$ cat src/rtl/sha_pkg.sv
// Shared SHA-256 types and constants for the round pipeline front end.
package sha_pkg;

   localparam int SHA_WORDS  = 16;
   localparam int SHA_WORD_W = 32;
   localparam int SHA_CNT_W  = $clog2(SHA_WORDS);

   // Working variables a..h, a in the most significant position.
   typedef struct packed {
      logic [SHA_WORD_W-1:0] a;
      logic [SHA_WORD_W-1:0] b;
      logic [SHA_WORD_W-1:0] c;
      logic [SHA_WORD_W-1:0] d;
      logic [SHA_WORD_W-1:0] e;
      logic [SHA_WORD_W-1:0] f;
      logic [SHA_WORD_W-1:0] g;
      logic [SHA_WORD_W-1:0] h;
   } HashState;

   // One message block; element 0 is the first word received.
   typedef logic [SHA_WORDS-1:0][SHA_WORD_W-1:0] sha_block_t;

   localparam HashState SHA256_IV = '{
      a: 32'h6a09e667, b: 32'hbb67ae85, c: 32'h3c6ef372, d: 32'ha54ff53a,
      e: 32'h510e527f, f: 32'h9b05688c, g: 32'h1f83d9ab, h: 32'h5be0cd19
   };

endpackage

$ cat src/rtl/sha_block_loader.sv
// Message word loader: assembles 16-word blocks and issues each one as a
// single-cycle beat. An assembly buffer and an output register let the next
// block be collected while the current one waits out a downstream hold.
module sha_block_loader
   import sha_pkg::*;
(
   input  logic                                   clk,
   input  logic                                   rst,
   input  logic [SHA_WORD_W-1:0]                  word_i,
   input  logic                                   word_valid_i,
   output logic                                   word_ready_o,
   input  logic                                   first_i,
   input  HashState                               midstate_i,
   input  logic                                   abort_i,
   input  logic                                   hold_i,
   output HashState                               state_o,
   output logic [SHA_WORDS-1:0][SHA_WORD_W-1:0]   W_o,
   output logic                                   valid_o,
   output logic                                   newblock_o
);

   logic [SHA_CNT_W-1:0] r_cnt;
   logic                 r_asm_full;
   logic                 r_out_full;
   sha_block_t           r_asm;
   HashState             r_asm_state;
   logic                 r_asm_first;
   sha_block_t           r_out_w;
   HashState             r_out_state;
   logic                 r_out_first;

   logic w_out_free;
   logic w_ready;
   logic w_accept;
   logic w_transfer;
   logic w_issue;
   logic w_last_word;

   // Output slot can take a block if empty or if its block leaves this cycle.
   // Ready is forced low while reset is asserted, not just after the edge.
   always_comb begin
      w_out_free  = !r_out_full || !hold_i;
      w_ready     = rst && (!r_asm_full || w_out_free);
      w_accept    = word_valid_i && w_ready && !abort_i;
      w_transfer  = r_asm_full && w_out_free;
      w_issue     = r_out_full && !hold_i;
      w_last_word = (r_cnt == SHA_CNT_W'(SHA_WORDS - 1));
   end

   assign word_ready_o = w_ready;
   assign valid_o      = w_issue;
   assign W_o          = r_out_w;
   assign state_o      = r_out_state;
   assign newblock_o   = r_out_first;

   // Word counter and buffer occupancy flags. An accept while asm_full can
   // only happen on a transfer edge, where cnt has already wrapped to 0.
   always_ff @(posedge clk or negedge rst) begin
      if (!rst) begin
         r_cnt      <= '0;
         r_asm_full <= 1'b0;
         r_out_full <= 1'b0;
      end else begin
         if (abort_i && !r_asm_full)
            r_cnt <= '0;
         else if (w_accept)
            r_cnt <= r_cnt + 1'b1;

         if (w_accept && w_last_word)
            r_asm_full <= 1'b1;
         else if (w_transfer)
            r_asm_full <= 1'b0;

         if (w_transfer)
            r_out_full <= 1'b1;
         else if (w_issue)
            r_out_full <= 1'b0;
      end
   end

   // Assembly data: contents are only meaningful once asm_full is set, so no reset.
   always_ff @(posedge clk) begin
      if (w_accept) begin
         r_asm[r_cnt] <= word_i;
         if (r_cnt == '0) begin
            r_asm_first <= first_i;
            r_asm_state <= first_i ? SHA256_IV : midstate_i;
         end
      end
   end

   // Output register: loads on transfer, otherwise stays stable through holds.
   always_ff @(posedge clk or negedge rst) begin
      if (!rst) begin
         r_out_w     <= '0;
         r_out_state <= '0;
         r_out_first <= 1'b0;
      end else if (w_transfer) begin
         r_out_w     <= r_asm;
         r_out_state <= r_asm_state;
         r_out_first <= r_asm_first;
      end
   end

endmodule

$ cat config.mk
export PLATFORM = sky130hd
export DESIGN_NAME = sha_block_loader
export DESIGN_NICKNAME = d
export VERILOG_FILES = /design/src/rtl/sha_pkg.sv /design/src/rtl/sha_block_loader.sv
export SDC_FILE = /design/constraint.sdc
export NUM_CORES = 1
export LEC_CHECK = 0
export CAP_MARGIN = 25
export CORE_AREA = 2 2 416 418
export CTS_BUF_LIST = sky130_fd_sc_hd__clkbuf_4
export CTS_CLUSTER_DIAMETER = 80
export DETAILED_ROUTE_END_ITERATION = 12
export DIE_AREA = 0 0 418 420
export GPL_TIMING_DRIVEN = 0
export PLACE_DENSITY = 0.54
export REMOVE_ABC_BUFFERS = 1
export SLEW_MARGIN = 20
export SYNTH_ARGS = -nofsm -noshare
export SYNTH_HDL_FRONTEND = slang
export SYNTH_SLANG_ARGS = --single-unit
$ cat constraint.sdc
create_clock -name clk -period 18.4 [get_ports clk]
set_input_delay 5.52 -clock clk [delete_from_list [all_inputs] [get_ports clk]]
set_output_delay 5.52 -clock clk [all_outputs]
set_load 0.03 [all_outputs]
==> results.ini <==
[min_path]
hold_end = W_o[44]
min_from = r_asm[44]
whs_path_depth = 1
hold_path.class = register to register

[final_layout]
final_area_um2 = 74500
synthToLayoutAreaGrowth_pct = 38.6
drive_gt1_share_pct = 37.1
nNetsFinal = 4491

[yosys]
synthCells = 2735
synthSimpleGateAreaFrac_pct = 3.38
synth_xor_area_share_pct = 0
synth.area.mux_share_pct = 16.1
synth_top_cell_area_share_pct = 42.9
ys_ff_latch = 1544
synth.area.top_cells = edfxtp_1 (43%), dfrtp_1 (36%), mux2_2 (15%)
syn_area_per_cell_um2 = 19.7
yosysWarnings = 0
syn_area_um2 = 53800
synth_top_area_cell = edfxtp_1
ys_async_sr_fraction_pct = 50.2
synth-compound-area-share_pct = 0.109
synth-edff-count = 769
synth.most_common_cell = dfrtp_1
synth_common_cells = dfrtp_1 (775), edfxtp_1 (769), mux2_2 (719)
synth_top_family_by_area = multiplexers
synthAdderAreaFrac_pct = 0.0930
yosysSeqAreaShare_pct = 79.0
ys.flop_type = dfrtp_1
synth.distinct_cells = 32

[clocking]
cts_sinks = 1544
cts_resized = 0
ctsHoldBuffers = 0
root_buffer = clkbuf_4
htreeDepth = 5
cts_buffers = 427
cts.path.max_buffers = 4
path_clk_slew_ns = 0.06
tritoncts = built
postCtsSetupRepairBufs = 0
clk_latency_ns = 1.40

[global_routing]
gr-usage-all-layers_pct = 17.6
grt_overflow_total = 0
grt_max_degree = 129
antenna_found_initial = 38
grt_pass1_vias = 32100
grt_pass1_wl_mm = 223

[critical_path]
cp-end-kind = output port
path_delay_family = buffers and inverters
crit_slowest_cell = clkdlybuf4s50_1
path_class = input pin to output port
required_ns = 12.88
reg2reg_from = r_out_full
crit_buf_inv = 5
critPathMostFrequentCell = buf_16
reg2reg_slack_ns = 14.74
startpoint_type = input pin
crit_arrival_ns = 8.44
path_max_fanout = 128
timing.rr.end = r_asm_state[233]
crit_chain = buf_16 -> buf_16 -> buf_16 -> buf_16 -> and2_1 -> clkdlybuf4s50_1
r2r_cells = 7
slowest_delay_ns = 0.74

[floorplanning]
fp-row-count = 152
dieArea_um2 = 176000
initial_core_util_pct = 31.5
io_pins = 1065
coreArea_um2 = 171000
die_h_um = 420
die_w_um = 418

[timing]
maxSlewHeadroom_pct = 40.0
hold_ws_ns = 0.380
grt_setup_unrepaired = no
hold_viol = 0
clock_skew_ns = 0.157
slew_violations = 0
fin_crit_ns = 13.96
worstMarginPinSlew_ns = 0.897
fmax_ghz = 0.0717
setup-violations-final = 0
period_share_pct = 75.9

[placed_design]
numPortBuffers = 1064
placed_area_um2 = 68700
gp_congestion = 0.757
dp_hpwl_mm = 106

[outcome]
status = finished clean

[pwr]
p_leak_uw = 0.0309
ir_worst_vdd_mv = 0.0603
p_per_area_nw_per_um2 = 94.8

[detailed_routing]
drt-pass1-iter-count = 5
totalWireLength_mm = 156
wl_per_cell_um = 22.9
routed_via_density = 4.42
ant_nets = 0
route.detailed.drc = 0
drt_iter0_drc = 1323
vias = 30000

[flow_run]
max-cap-violations = 0

stage by stage:
stage	worst slack [ns]	utilization [%]	total power, µW	setup TNS (ns)	instances
global placement	-38.21	38.9	3930	-	5916
CTS	4.26	43.6	7200	0	6775
floorplan	-9.45	-	3770	-7218.99	2619
finish	4.44	43.6	7060	0	6789
detailed placement	4.27	40.2	3910	0	5997
global route	4.08	43.6	7390	0	6787
sequential cells by signal (all words and copies together) (netlist names):
signal       cells
r_asm_state    256
r_asm_first      1
r_cnt            4
r_asm          512
r_out_full       1
newblock_o       1
W_o            512
r_asm_full       1
state_o        256
metal layers:
layer / global-route usage (%) / up-vias / share of wire, %
li1: - / 13300 / -
met1: 19.0 / 15100 / 37
met2: 29.1 / 1147 / 49
met3: 7.49 / 384 / 8.8
met4: 9.37 / 52 / 4.7
met5: 0 / - / 0.22
worst reg2reg max path, cell delays in order (launching register included):
cell and delay [ns]:
dfrtp_1 0.44, and3_1 0.28, nor4_1 0.60, and2_4 0.63, buf_16 0.31, buf_16 0.35, buf_12 0.27, buf_16 0.34
cells by family after synthesis:
group | count (synthesis)
muxes | 770
and+or+nand+nor | 290
buffers and inverters | 119
adders and majority gates | 4
AOI/OAI and AO/OA | 8
DFF | 1544
area by class of cell:
cell class                 instances  area [µm²]
fill                           15400       96400
antenna                           14        35.0
timing repair buffer            1145       12800
clock inverter                    69         419
multi-input combinational       1072       10700
clock buffer                     709        5320
inverter                           3        11.3
tap                             2233        2790
sequential                      1544       42500
how the worst max path moves through the flow:
stage                     slack [ns]               to  depth (start not counted)   start
after floorplan                -9.45           W_o[0]                          2  hold_i
after global placement        -38.21  r_asm_state[43]                          4     rst
after detailed placement        4.27     word_ready_o                          6     rst
after CTS                       4.26     word_ready_o                          6     rst
after global routing            4.08     word_ready_o                          6     rst
final                           4.44     word_ready_o                          6     rst
where the power goes:
group	leakage (µW)	internal (µW)	total [µW]	switching [µW]
clock	0.00346	1800	3230	1430
sequential	0.0178	3660	3660	4.35
combinational	0.00965	80.5	177	96.5
total	0.0309	5530	7060	1530
cell usage in the layout (no fill, tap or decap), types with 2 or more instances in the layout:
cell type / instances
dfrtp_1: 775
or2_2: 136
diode_2: 14
ha_1: 4
and4_4: 4
clkinv_4: 2
buf_12: 8
mux2_1: 50
and2_4: 8
bufinv_16: 5
nor4_1: 2
mux2_2: 719
buf_8: 4
clkinv_2: 8
nor2b_1: 121
edfxtp_1: 769
inv_1: 3
and3_4: 4
clkdlybuf4s50_1: 1062
buf_16: 71
o21ai_0: 3
clkinv_1: 50
inv_2: 2
clkbuf_4: 709
nand3_1: 5
(Power assumes the default switching activity.)
